==> src/rtl/fetch_pkg.sv <==
// Shared types and default widths/entry points for the instruction-fetch stage.
// The defaults must stay in step with the instruction ROM geometry.
package fetch_pkg;

    typedef enum logic [1:0] {
        IDLE,
        RUN,
        HALTED
    } fetch_state_t;

    localparam int IW = 16;
    localparam int CW = 16;
    localparam int OW = 8;

    localparam logic [IW-1:0] PROG0_BASE_DEFAULT = 16'h0000;
    localparam logic [IW-1:0] PROG1_BASE_DEFAULT = 16'h0040;
    localparam logic [IW-1:0] PROG2_BASE_DEFAULT = 16'h0080;
    localparam logic [IW-1:0] PROG3_BASE_DEFAULT = 16'h00C0;

endpackage

==> src/rtl/pc_next.sv <==
// Combinational next-PC selection while a program is running.
// Priority: halt (hold) > jump (absolute) > branch (PC-relative) > sequential.
module pc_next
    import fetch_pkg::*;
#(
    parameter int IW = fetch_pkg::IW,
    parameter int OW = fetch_pkg::OW
) (
    input  logic [IW-1:0] pc,
    input  logic          halt,
    input  logic          jump,
    input  logic [IW-1:0] jump_target,
    input  logic          branch,
    input  logic [OW-1:0] br_offset,
    output logic [IW-1:0] pc_nxt
);

    logic [IW-1:0] br_offset_sext;

    assign br_offset_sext = {{(IW-OW){br_offset[OW-1]}}, br_offset};

    // Carries out of the top bit are dropped, so both adds wrap modulo 2**IW.
    always_comb begin
        pc_nxt = pc + IW'(1);
        if (halt) begin
            pc_nxt = pc;
        end else if (jump) begin
            pc_nxt = jump_target;
        end else if (branch) begin
            pc_nxt = pc + br_offset_sext;
        end
    end

endmodule

==> src/rtl/fetch_unit.sv <==
// Program counter and fetch sequencing: entry-point start, redirects, halt,
// and a saturating count of cycles spent in RUN.
module fetch_unit
    import fetch_pkg::*;
#(
    parameter int            IW         = fetch_pkg::IW,
    parameter int            CW         = fetch_pkg::CW,
    parameter int            OW         = fetch_pkg::OW,
    parameter logic [IW-1:0] PROG0_BASE = PROG0_BASE_DEFAULT,
    parameter logic [IW-1:0] PROG1_BASE = PROG1_BASE_DEFAULT,
    parameter logic [IW-1:0] PROG2_BASE = PROG2_BASE_DEFAULT,
    parameter logic [IW-1:0] PROG3_BASE = PROG3_BASE_DEFAULT
) (
    input  logic          CLK,
    input  logic          Reset,
    input  logic          Start,
    input  logic [1:0]    ProgSel,
    input  logic          Branch,
    input  logic [OW-1:0] BrOffset,
    input  logic          Jump,
    input  logic [IW-1:0] JumpTarget,
    input  logic          Halt,
    output logic [IW-1:0] InstAddress,
    output logic          Fetching,
    output logic          Done,
    output logic [CW-1:0] CycleCount
);

    // state  | meaning
    // IDLE   | after reset, waiting for Start; PC holds
    // RUN    | fetching; PC advances or redirects every edge, cycles counted
    // HALTED | program stopped; PC and count frozen, Done high, Start restarts

    fetch_state_t  state_q, state_d;
    logic [IW-1:0] pc_q, pc_d;
    logic [CW-1:0] cc_q, cc_d;
    logic [IW-1:0] run_pc_nxt;
    logic [IW-1:0] entry_base;

    pc_next #(
        .IW(IW),
        .OW(OW)
    ) u_pc_next (
        .pc         (pc_q),
        .halt       (Halt),
        .jump       (Jump),
        .jump_target(JumpTarget),
        .branch     (Branch),
        .br_offset  (BrOffset),
        .pc_nxt     (run_pc_nxt)
    );

    always_comb begin
        case (ProgSel)
            2'd0:    entry_base = PROG0_BASE;
            2'd1:    entry_base = PROG1_BASE;
            2'd2:    entry_base = PROG2_BASE;
            default: entry_base = PROG3_BASE;
        endcase
    end

    always_ff @(posedge CLK or posedge Reset) begin
        if (Reset) begin
            state_q <= IDLE;
            pc_q    <= '0;
            cc_q    <= '0;
        end else begin
            state_q <= state_d;
            pc_q    <= pc_d;
            cc_q    <= cc_d;
        end
    end

    always_comb begin
        state_d = state_q;
        pc_d    = pc_q;
        cc_d    = cc_q;
        case (state_q)
            IDLE, HALTED: begin
                if (Start) begin
                    pc_d    = entry_base;
                    cc_d    = '0;
                    state_d = RUN;
                end
            end
            RUN: begin
                // The halting edge is still a RUN cycle and is counted.
                cc_d = (&cc_q) ? cc_q : cc_q + CW'(1);
                pc_d = run_pc_nxt;
                if (Halt) begin
                    state_d = HALTED;
                end
            end
            default: begin
                state_d = IDLE;
            end
        endcase
    end

    assign InstAddress = pc_q;
    assign CycleCount  = cc_q;
    assign Fetching    = (state_q == RUN);
    assign Done        = (state_q == HALTED);

endmodule

==> config.mk <==
export PLATFORM = sky130hd
export DESIGN_NAME = fetch_unit
export DESIGN_NICKNAME = d
export VERILOG_FILES = /design/src/rtl/fetch_pkg.sv /design/src/rtl/pc_next.sv /design/src/rtl/fetch_unit.sv
export SDC_FILE = /design/constraint.sdc
export NUM_CORES = 1
export LEC_CHECK = 0
export ABC_AREA = 1
export BUFFER_PORTS_ARGS = -buffer_cell sky130_fd_sc_hd__buf_2
export CAP_MARGIN = 25
export CORE_ASPECT_RATIO = 1.1
export CORE_MARGIN = 3
export CORE_UTILIZATION = 40
export CTS_BUF_LIST = sky130_fd_sc_hd__clkbuf_8
export DETAILED_ROUTE_END_ITERATION = 8
export SYNTH_ARGS = -nofsm -noshare
export SYNTH_HDL_FRONTEND = slang
export SYNTH_SLANG_ARGS = --single-unit
==> constraint.sdc <==
create_clock -name CLK -period 2.1 [get_ports CLK]
set_input_delay 0.105 -clock CLK [delete_from_list [all_inputs] [get_ports CLK]]
set_output_delay 0.105 -clock CLK [all_outputs]
set_load 0.005 [all_outputs]
# Word level (Yosys, flattened, before mapping)
# Index checks and enable logic that the tools add are counted.
# W data, S select, Z words.
word_totals:
  output_inout_bits: 34
  register_bits: 34
  elab_cells: 34
  inputBits: 32
classes:
  n_eq_ne: 8
  mux: 12
  n_reduce_logical: 8
  n_addsub: 3
ops:
  columns: ["operator", "n"]
  rows:
  - ["$mux W16", 6]
  - ["$pmux W16 S2", 2]
  - ["$add A16 B1 Y16 const B", 2]
  - ["$pmux W8 S3", 1]
  - ["$add A16 B16 Y16", 1]
  - ["$reduce_and A16 Y1", 1]
  - ["$ne A2 B2 Y1 const B", 4]
  - ["$reduce_and A3 Y1", 2]
  - ["$eq A2 B1 Y1 const B", 2]
  - ["$eq A2 B2 Y1 const B", 2]
  - ["$logic_not A2 Y1", 2]
  - ["$mux W2", 2]
  - ["$pmux W2 S2", 1]
  - ["$reduce_and A2 Y1", 1]
  - ["$reduce_bool A2 Y1", 1]
  - ["$reduce_or A2 Y1", 1]

# Logic depth before layout (Yosys ltp)
# Gate-level depths: netlist of the first run.
depth:
  ltp_word: 5
  mapped_depth: 16
  depth_no_buf: 15

# Modules after synthesis
# From an unflattened synthesis of the first run, not the netlist that was laid out.
hier_totals:
  cells_unflattened: 471
  hier_area_um2: 3085.5
modules_own_cells:
  columns: ["module", "area_per_inst_um2", "cells_each", "instances"]
  rows:
  - ["fetch_unit", 1781.7, 205, 1]
  - ["pc_next", 1303.8, 266, 1]

# Least setup slack after synthesis of the first run
# No wires, ideal clock.
synth_timing:
  kind: "register to register"
  from: "reg pc_q[0] (netlist: InstAddress[0])"
  to: "reg pc_q[12] (netlist: InstAddress[12])"
  synth_period_minus_slack_ns: 1.791
  t_required_ns: 1.978
  n_path_buf: 0
  path_slack_ns: 0.309
  setup_time_ns: 0.122
  stages_incl_launch_ff: 13
  arrival_time_ns: 1.669
  path_cell_list: "dfrtp_1 > ha_1 > fa_1 > nand2_1 > nand3_1 > nand2_1 > nand2_1 > nand2_1 > nand2_1 > nand2_1 > nand3_1 > nand2_1 > o21ai_1"
synth_via:
  elab_chain_cells: 5
synth_lines:
  columns: ["element", "line", "text"]
  rows:
  - ["from (decl)", "fetch_unit.sv:35", "logic [IW-1:0] pc_q, pc_d;"]
  - ["from (signal assigned)", "fetch_unit.sv:69", "pc_q <= pc_d;"]
  - ["$add A16 B1 Y16 or $add A16 B16 Y16 (tied branches)", "pc_next.sv:24, pc_next.sv:30", null]
  - ["$mux W16 (*)", "pc_next.sv:29", "end else if (branch) begin"]
  - ["$mux W16 (*)", "pc_next.sv:27", "end else if (jump) begin"]
  - ["$mux W16 (*)", "pc_next.sv:25", "if (halt) begin"]
  - ["$pmux W16 S2 (*)", "fetch_unit.sv:78", "case (state_q)"]
# Mark *: on every way between the ends. The rest lies on a longest branch, timed or not. The select of a mux whose other input is x is not followed.
# A chain may end at the register's enable or synchronous reset.

# Final worst setup path of the first run
layout_timing:
  from: "reg cc_q[0] (netlist: CycleCount[0])"
  to: "reg cc_q[2] (netlist: CycleCount[2])"
layout_via:
  elab_chain_cells: 3
layout_lines:
  columns: ["element", "line", "text"]
  rows:
  - ["from (decl)", "fetch_unit.sv:36", "logic [CW-1:0] cc_q, cc_d;"]
  - ["from (signal assigned)", "fetch_unit.sv:66", "cc_q <= '0;"]
  - ["from (signal assigned)", "fetch_unit.sv:70", "cc_q <= cc_d;"]
  - ["$add A16 B1 Y16 or $reduce_and A16 Y1 (tied branches)", "fetch_unit.sv:88", "cc_d = (&cc_q) ? cc_q : cc_q + CW'(1);"]
  - ["$mux W16 or $ne A2 B2 Y1 (tied branches)", null, null]
  - ["$pmux W16 S2 or $reduce_and A3 Y1 (tied branches)", null, null]
# Parallel ways exist; a longest one is shown, timed or not. The select of a mux whose other input is x is not followed.

==> results of run 1 <==
cells in the final DEF (no fill, tap or decap), types with 2 or more instances in the layout:
cell	instances
dfrtp_1	34
inv_1	54
xnor2_1	2
a21oi_1	15
nand3_1	37
clkinv_2	2
clkbuf_8	6
o21ai_0	25
nor2_1	42
o31ai_1	5
nor3_1	9
buf_4	10
buf_2	65
clkinv_1	2
nand2_1	104
clkinv_4	2
o22ai_1	4
ha_1	8
nand4_1	6
nor2_2	10
inv_2	3
a31oi_1	2
xor2_1	11
nand2_2	13
o21ai_1	2
nor2_4	2
nand2_4	4
worst max-delay path, delay by kind of cell, from the launching register on:
family | cells | cell delay, ns
simple gates | 7 | 0.65
flops | 1 | 0.42
buf+inv | 2 | 0.28
fa+ha+maj | 1 | 0.23
compound gates | 1 | 0.19
synthesized netlist by cell type, drive strengths merged, types with 2 or more instances:
| cell | number | area share |
|---|---|---|
| xnor2 | 2 | 0.0063 |
| clkinv | 5 | 0.011 |
| buf | 6 | 0.020 |
| xor2 | 11 | 0.035 |
| o31ai | 5 | 0.014 |
| o22ai | 5 | 0.014 |
| nand2 | 121 | 0.19 |
| inv | 57 | 0.077 |
| a31oi | 2 | 0.0045 |
| nand4 | 6 | 0.014 |
| nor3 | 10 | 0.020 |
| ha | 8 | 0.036 |
| a21oi | 16 | 0.030 |
| o21ai | 27 | 0.049 |
| nand3 | 38 | 0.069 |
| dfrtp | 34 | 0.31 |
| clkbuf | 3 | 0.0041 |
| nor2 | 54 | 0.087 |
metal layers:
layer | wire length, um | vias up | part of all wire | track usage
li1 | - | 1482 | - | -
met1 | 3500 | 1335 | 0.46 | 0.263
met2 | 3730 | 54 | 0.49 | 0.347
met3 | 282 | 6 | 0.037 | 0.0396
met4 | 59 | 0 | 0.0078 | 0.0501
met5 | 0 | - | 0 | 0
power breakdown:
group	switching [mW]	total, mW	internal, mW	leakage [nW]
Combinational	0.760	1.24	0.479	1.27
Sequential	0.135	0.916	0.781	0.454
Clock	0.264	0.529	0.264	0.0472
logic make-up (layout without fill, tap and decap cells):
| kind of cell | after synthesis | count (layout) |
|---|---|---|
| XOR/XNOR | 13 | 13 |
| flip-flops | 34 | 34 |
| buffers and inverters | 71 | 146 |
| AND/OR/NAND/NOR | 229 | 229 |
| AO/OA/AOI/OAI | 59 | 59 |
| adder cells (fa/ha/maj) | 9 | 9 |
cell type report:
| class | instances | area, um2 |
|---|---|---|
| clock buffer | 6 | 82.6 |
| clock inverter | 2 | 12.5 |
| fill | 709 | 3350 |
| inverter | 62 | 244 |
| multi-input combinational | 310 | 1620 |
| sequential | 34 | 851 |
| tap | 82 | 103 |
| timing repair buffer | 76 | 410 |
metrics by stage:
| step | util | hold WS (ns) | worst slack, ns | TNS, ns | std cells |
|---|---|---|---|---|---|
| 5_1_grt | 0.498 | 0.0401 | 0.0344 | 0 | 572 |
| 4_1_cts | 0.497 | 0.0197 | 0.115 | 0 | 572 |
| 6_report | 0.498 | 0.0332 | 0.209 | 0 | 572 |
| 2_1_floorplan | - | 0.200 | 0.309 | 0 | 415 |
| 3_5_place_dp | 0.481 | 0.250 | -0.102 | -0.465 | 563 |
| 3_3_place_gp | 0.481 | 0.237 | -0.000522 | -0.000522 | 563 |
timing repair:
action / in CTS / in global routing
endpoints found under the setup margin: 6 / 1
hold endpoints to repair: 34 / 0
cloned: 0 / 0
gates resized for setup: 1 / 2
hold buffers: 1 / 0
setup buffers: 0 / 0
path summary, 6_finish.rpt:
check | startpoint | endpoint | slack, ns | cells past startpoint
worst max register to register | CycleCount[0] | CycleCount[2] | 0.21 | 11
worst min register to register | state_q[0] | state_q[1] | 0.52 | 1
max in group asynchronous | Reset | InstAddress[5] | 1.28 | 4
min in group asynchronous | Reset | CycleCount[15] | 0.47 | 4
worst min-delay path | Start | state_q[1] | 0.03 | 2
worst max-delay path | CycleCount[0] | CycleCount[2] | 0.21 | 11
registers in the layout (all words and copies together) (netlist names):
register	count
state_q	2
InstAddress	16
CycleCount	16
==> flow_summary.ini, run 1 <==
[run_status]
status = completed

[critical_path]
crit_type = register to register
path_max_fanout = 9
arrival_ns = 2.08
path_cells = ha_1 -> nand2_1 -> nor2_2 -> nand2_1 -> inv_2 -> nand3_1 -> nand2_2 -> nand2_2 -> clkinv_1 -> a21oi_1 -> nor2_1
cp_slowest_stage_delay_ns = 0.42
crit_slowest_cell = dfrtp_1
required_ns = 2.29
critPathLaunchType = register
crit_path_end_kind = register

[die]
die_y_um = 93.3
coreArea_um2 = 6670
die_area_um2 = 7970
die_x_um = 85.4
boundaryPins = 66
start_util = 0.416
num_rows = 31

[timing]
worst_pin_slew_ns = 0.658
skew_ns = 0.00775
fmax_mhz = 529
hold_viol = 0
relSlewSlack = 0.561
rsz0062_at_grt = false
final-setup-viol-count = 0
finalCritPeriodShare = 0.900
min_period_ns = 1.89
slew_viol_final = 0

[cells_and_area]
nets = 530
num_antenna_cells = 0
drive_gt1_frac = 0.253
fin_area_um2 = 3320
area_growth_pct = 19.9

[global_route]
overflow = 0
grt_usage = 0.203
grt_max_degree = 35
grt_pass1_wl_um = 13100
first_global_vias = 2775
antenna_found_initial = 0

[yosys]
syn-mean-instance-area_um2 = 6.68
yosysWarningCount = 0
synth_compound_area_frac = 0.122
yosysSeqAreaShare = 0.307
yosys-mux-area-fraction = 0
mappedNetlistNets = 456
synth_simple_gate_area_share = 0.375
syn_area_um2 = 2770
synth_cell_type_count = 35
synth_fa_ha_area_frac = 0.0433
synthCells = 415
synth_top_family_by_area = simple AND/OR/NAND/NOR gates
synth_edf_count = 0
synth_ff_type = dfrtp_1
ys_ff_latch = 34
synthArstFlopShare = 1.00
synth_xor_area_frac = 0.0411

[clock_tree]
clockBufferDepth = 2
cts_buffers = 5
clkSinkCount = 34
cts_tree = built
h-tree-depth = 2
cts_root_buf = clkbuf_8
path_clk_slew_ns = 0.08
clkLatencyLatePin_ns = 0.29

[place]
finalWeightedCongestion = 0.847
numPortBuffers = 65
dp_hpwl_um = 5940
dpl_cell_area_um2 = 3210

[route]
detail-route-antenna-nets = 0
route.vias.total = 2877
avgViaCountPerCell = 5.03
drtPass1Iterations = 4
wirelength_um = 7570
drtIter0Drc = 132
wire_per_inst_um = 13.2
drc = 0

[min_path]
min_path_type = primary input to register

[pwr]
power_mw = 2.68
p_leak_nw = 1.77
vdd_drop_max_v = 0.000456
p_per_area_nw_per_um2 = 807

[job]
cap_violations = 0
(Power assumes the default switching activity.)
==> run 2: changes to the inputs <==
Settings changed: GPL_TIMING_DRIVEN set to 0.
==> run 2 against run 1 <==
  * Final area is 0.64% lower
  * Largest power group unchanged
  * Clock power about the same
  * Combinational power hardly changed
  * Global-route usage grew 0.11 points
  * Register-to-register slack lost 0.03 ns
  * Clock skew decreased by 0.0029 ns
  * Worst setup slack got worse by 0.034 ns
  * Critical path depth up 1
  * Non-clock buffer count decreased by 3
  * Flip-flop and latch count unchanged
  * Wire length grew 2.6%
  * Die area did not move
==> flow_summary.ini, run 2 (synthesized netlist as in run 1, its figures left out) <==
[timing]
fmax_mhz = 520
hold_viol = 0
worst_pin_slew_ns = 0.756
min_period_ns = 1.92
finalCritPeriodShare = 0.916
slew_viol_final = 0
final-setup-viol-count = 0
fin_ws_ns = 0.176
rsz0062_at_grt = false
relSlewSlack = 0.495
skew_ns = 0.00482

[cells_and_area]
seqCellArea_um2 = 851
fin_area_um2 = 3300
num_antenna_cells = 0
area_growth_pct = 19.1
fillers = 707
multi_input_area_um2 = 1620
final_common_cell = nand2_1
mostFrequentLayoutCells = 104 x nand2_1, 65 x buf_2, 54 x inv_1, 43 x nor2_1, 37 x nand3_1
drive_gt1_frac = 0.242
nets = 527

[pwr]
p_leak_nw = 1.75
vdd_drop_max_v = 0.000429
p_per_area_nw_per_um2 = 809

[global_route]
antenna_found_initial = 0
first_global_vias = 2786
grt_max_degree = 35
overflow = 0
grt_pass1_wl_um = 13100
grt_usage = 0.204

[route]
wire_per_inst_um = 13.7
detail-route-antenna-nets = 0
drtIter0Drc = 128
avgViaCountPerCell = 4.99
wirelength_um = 7770
drtPass1Iterations = 4
route.vias.total = 2840
drc = 0

[clock_tree]
cts_tree = built
clkSinkCount = 34
cts_root_buf = clkbuf_8
clockBufferDepth = 2
clkLatencyLatePin_ns = 0.29
cts_buffers = 5
postCtsSetupRepairBufs = 0
path_clk_slew_ns = 0.08
h-tree-depth = 2

[job]
cap_violations = 0

[die]
die_y_um = 93.3
die_area_um2 = 7970
start_util = 0.416
num_rows = 31
boundaryPins = 66
die_x_um = 85.4
coreArea_um2 = 6670

[critical_path]
required_ns = 2.27
r2r-end = InstAddress[12]
r2r-start = InstAddress[0]
critPathLaunchType = register
path_max_fanout = 4
critPathBufInv = 0
path_delay_family = simple AND/OR/NAND/NOR gates
arrival_ns = 2.09
crit_path_end_kind = register
crit_type = register to register
r2r_cells = 12
crit_path_frequent_cell = nand2_1
cp_slowest_stage_delay_ns = 0.41
path_cells = ha_1 -> fa_2 -> nand2_1 -> nand3_2 -> nand2_1 -> nand2_1 -> nand2_1 -> nand2_1 -> nand2_1 -> nand3_1 -> nand2_1 -> o21ai_1
regToRegSetupSlack_ns = 0.18
crit_slowest_cell = dfrtp_1

[min_path]
min_to = state_q[1]
hold_path_depth = 2
min_from = Start
min_path_type = primary input to register

[place]
pre_cts_ws_ns = -0.0613
numPortBuffers = 63
dp_hpwl_um = 6000
dpl_cell_area_um2 = 3190
finalWeightedCongestion = 0.866

[run_status]
status = completed
## run 2: changes by cell type in the layout (fill, tap and decap cells not counted)
cell      change
nor2_1        +1
inv_2         +1
buf_4        -10
nor2_2        -1
buf_6         +4
clkinv_1      -1
clkbuf_1      +3
## run 2: area by class of cell
cell class	instances	share of cell area
Buffer	9	0.0201
Clock buffer	6	0.0250
Clock inverter	2	0.00265
Inverter	62	0.0750
Multi-Input combinational cell	310	0.490
Sequential cell	34	0.258
Tap cell	82	0.0311
Timing Repair Buffer	64	0.0985
## run 2: metrics by stage
| stage | cells | power [mW] | TNS [ns] | hold slack (ns) | utilization |
|---|---|---|---|---|---|
| global route | 569 | 2.91 | 0 | 0.0236 | 0.495 |
| global placement | 560 | 2.14 | -0.0437 | 0.307 | 0.478 |
| CTS | 569 | 2.69 | 0 | 0.0000601 | 0.493 |
| detailed placement | 560 | 2.15 | -0.0613 | 0.299 | 0.478 |
| finish | 569 | 2.67 | 0 | 0.00969 | 0.495 |
| floorplan | 415 | 1.77 | 0 | 0.200 | - |
## run 2: power breakdown
| part | switching, mW | internal [mW] | total [mW] |
|---|---|---|---|
| clock network | 0.267 | 0.260 | 0.528 |
| logic | 0.760 | 0.467 | 1.23 |
| registers | 0.137 | 0.781 | 0.918 |
## run 2: how the worst max path moves through the flow
stage,startpoint,endpoint,slack [ns],cells past startpoint
finish,InstAddress[0],InstAddress[12],0.18,12
global route,CycleCount[0],CycleCount[11],0.02,10
CTS,InstAddress[0],InstAddress[12],0.04,12
detailed placement,Branch,InstAddress[12],-0.06,15
global placement,Branch,InstAddress[12],-0.04,15
floorplan,InstAddress[0],InstAddress[12],0.31,12
## run 2: repair_timing
item                                    4_1_cts  5_1_grt
endpoints found under the hold margin        34        0
hold buffers                                  1        0
endpoints found under the setup margin        0        7
resized for setup                             0        3
## run 2: routing by layer
layer	GRT usage	routed length [um]	vias to the layer above
li1	-	-	1470
met1	0.263	3450	1292
met2	0.350	3800	69
met3	0.0273	409	9
met4	0.0699	103	0
met5	0	0	-
==> run 3: changes to the inputs <==
Settings changed: CORE_UTILIZATION 40 to 56, PLACE_DENSITY set to 0.83, RECOVER_POWER set to 100.
==> run 3 against run 2 <==
  * Core utilization up 20 points
  * Wire length decreased by 5.1%
  * Register-to-register slack worse by 0.02 ns
  * Critical path depth unchanged
  * Die area down 27%
  * Via count increased by 3.7%
  * Worst setup slack worse by 0.015 ns
  * Clock skew increased by 0.0074 ns
  * Combinational power hardly changed
  * First-iteration DRC count is 81% higher
  * Total power decreased by 0.75%
  * Critical endpoint unchanged
  * Largest power group unchanged
==> flow_summary.ini, run 3 (synthesized netlist as in run 1, its figures left out) <==
[global_route]
first_global_vias = 2785
grt_usage = 0.264
overflow = 0
grt_max_degree = 21
antenna_found_initial = 0
grt_pass1_wl_um = 12200

[cells_and_area]
final_common_cell = nand2_1
nets = 528
seqCellArea_um2 = 851
fillers = 424
instances_no_fill = 544
mostFrequentLayoutCells = 104 x nand2_1, 55 x inv_1, 53 x buf_2, 44 x nor2_1, 37 x nand3_1
num_antenna_cells = 0
drive_gt1_frac = 0.211
multi_input_area_um2 = 1610
area_growth_pct = 17.6

[place]
dp_cells = 535
numPortBuffers = 63
dp_hpwl_um = 5770
finalWeightedCongestion = 0.933

[timing]
skew_ns = 0.0122
setup_tns_ns = 0
relSlewSlack = 0.360
timing.hold.ws_ns = 0.0221
hold_viol = 0
worst_pin_slew_ns = 0.958
final-setup-viol-count = 0
finalCritPeriodShare = 0.924
slew_viol_final = 0
min_period_ns = 1.94
fmax_mhz = 516
rsz0062_at_grt = false

[pwr]
comb_power_share = 0.462
intPower_mw = 1.50
power.switching_mw = 1.15
vdd_drop_max_v = 0.000409
clockPowerShare = 0.193
p_sw_frac = 0.434
power_frac_seq = 0.345
p_leak_nw = 1.72
p_per_area_nw_per_um2 = 813

[critical_path]
critPathLaunchType = register
path_max_fanout = 4
crit_type = register to register
arrival_ns = 2.10
cp_slowest_stage_delay_ns = 0.40
cp-endpoint = InstAddress[12]
r2r-end = InstAddress[12]
crit_start = InstAddress[0]
r2r-start = InstAddress[0]
regToRegSetupSlack_ns = 0.16
crit_path_end_kind = register
crit_path_frequent_cell = nand2_1
required_ns = 2.26
path_cells = ha_1 -> fa_2 -> nand2_1 -> nand3_2 -> nand2_1 -> nand2_1 -> nand2_1 -> nand2_1 -> nand2_1 -> nand3_1 -> nand2_1 -> o21ai_0
crit_slowest_cell = dfrtp_1
r2r_cells = 12

[die]
die_x_um = 73.1
die_area_um2 = 5830
coreArea_um2 = 4720
die_y_um = 79.8
start_util = 0.588
boundaryPins = 66
num_rows = 26

[route]
avgViaCountPerCell = 5.41
route.vias.total = 2945
drc = 0
wirelength_um = 7370
wire_per_inst_um = 13.5
drtIter0Drc = 232
drtPass1Iterations = 4
detail-route-antenna-nets = 0

[clock_tree]
path_clk_slew_ns = 0.07
cts_tree = built
h-tree-depth = 2
cts_root_buf = clkbuf_8
clkLatencyLatePin_ns = 0.29
postCtsSetupRepairBufs = 0
clkSinkCount = 34
cts_buffers = 5
clockBufferDepth = 2

[min_path]
min_path_type = primary input to register

[job]
cap_violations = 0

[run_status]
status = completed
-- run 3: how the worst min path moves through the flow --
stage / slack [ns] / cells after the start / endpoint / startpoint
final: 0.02 / 2 / state_q[1] / Start
after detailed placement: 0.24 / 2 / CycleCount[15] / Reset
after global routing: 0.04 / 2 / state_q[1] / Start
after global placement: 0.31 / 2 / state_q[1] / Start
after CTS: 0.02 / 2 / state_q[1] / Start
after floorplan: 0.20 / 1 / state_q[1] / Start
-- run 3: layout make-up --
class                           instances  share of cell area
Multi-Input combinational cell        310               0.494
Sequential cell                        34               0.261
Timing Repair Buffer                   65              0.0994
Inverter                               62              0.0760
Clock buffer                            6              0.0253
Tap cell                               56              0.0215
Buffer                                  9              0.0203
Clock inverter                          2             0.00269
-- run 3: power groups by stage --
| stage | combinational, mW | sequential, mW | clock, mW |
|---|---|---|---|
| 3_3_place_gp | 1.19 | 0.916 | 0 |
| 3_5_place_dp | 1.22 | 0.922 | 0 |
| 5_1_grt | 1.39 | 0.930 | 0.540 |
| 6_report | 1.22 | 0.915 | 0.513 |
| 4_1_cts | 1.24 | 0.910 | 0.515 |
| 2_1_floorplan | 0.860 | 0.911 | 0 |
-- run 3: stage by stage --
| step | instance area, um2 | utilization | setup WS (ns) | power (mW) |
|---|---|---|---|---|
| after floorplan | 2770 | - | 0.309 | 1.77 |
| after global placement | 3160 | 0.669 | 0.0459 | 2.11 |
| after detailed placement | 3190 | 0.675 | 0.0402 | 2.15 |
| after CTS | 3290 | 0.697 | 0.0681 | 2.66 |
| after global routing | 3260 | 0.691 | 0.0254 | 2.86 |
| final | 3260 | 0.691 | 0.161 | 2.65 |
-- run 3: per-layer routing --
metal / track usage / share of wire
met5: 0 / 0
met3: 0.0327 / 0.046
met1: 0.318 / 0.42
met2: 0.462 / 0.49
met4: 0.118 / 0.036
-- run 3: worst max-delay path, delay by kind of cell (launching register included) --
kind                     cells  cell delay [ns]
AO/OA/AOI/OAI                1             0.07
adder cells (fa/ha/maj)      2             0.61
flip-flops                   1             0.40
AND/OR/NAND/NOR              9             0.72
-- run 3: timing repair --
item / 4_1_cts / 5_1_grt
endpoints found under the setup margin: 0 / 5
hold endpoints to repair: 14 / 0
resized for setup: 0 / 3
hold buffers: 1 / 0
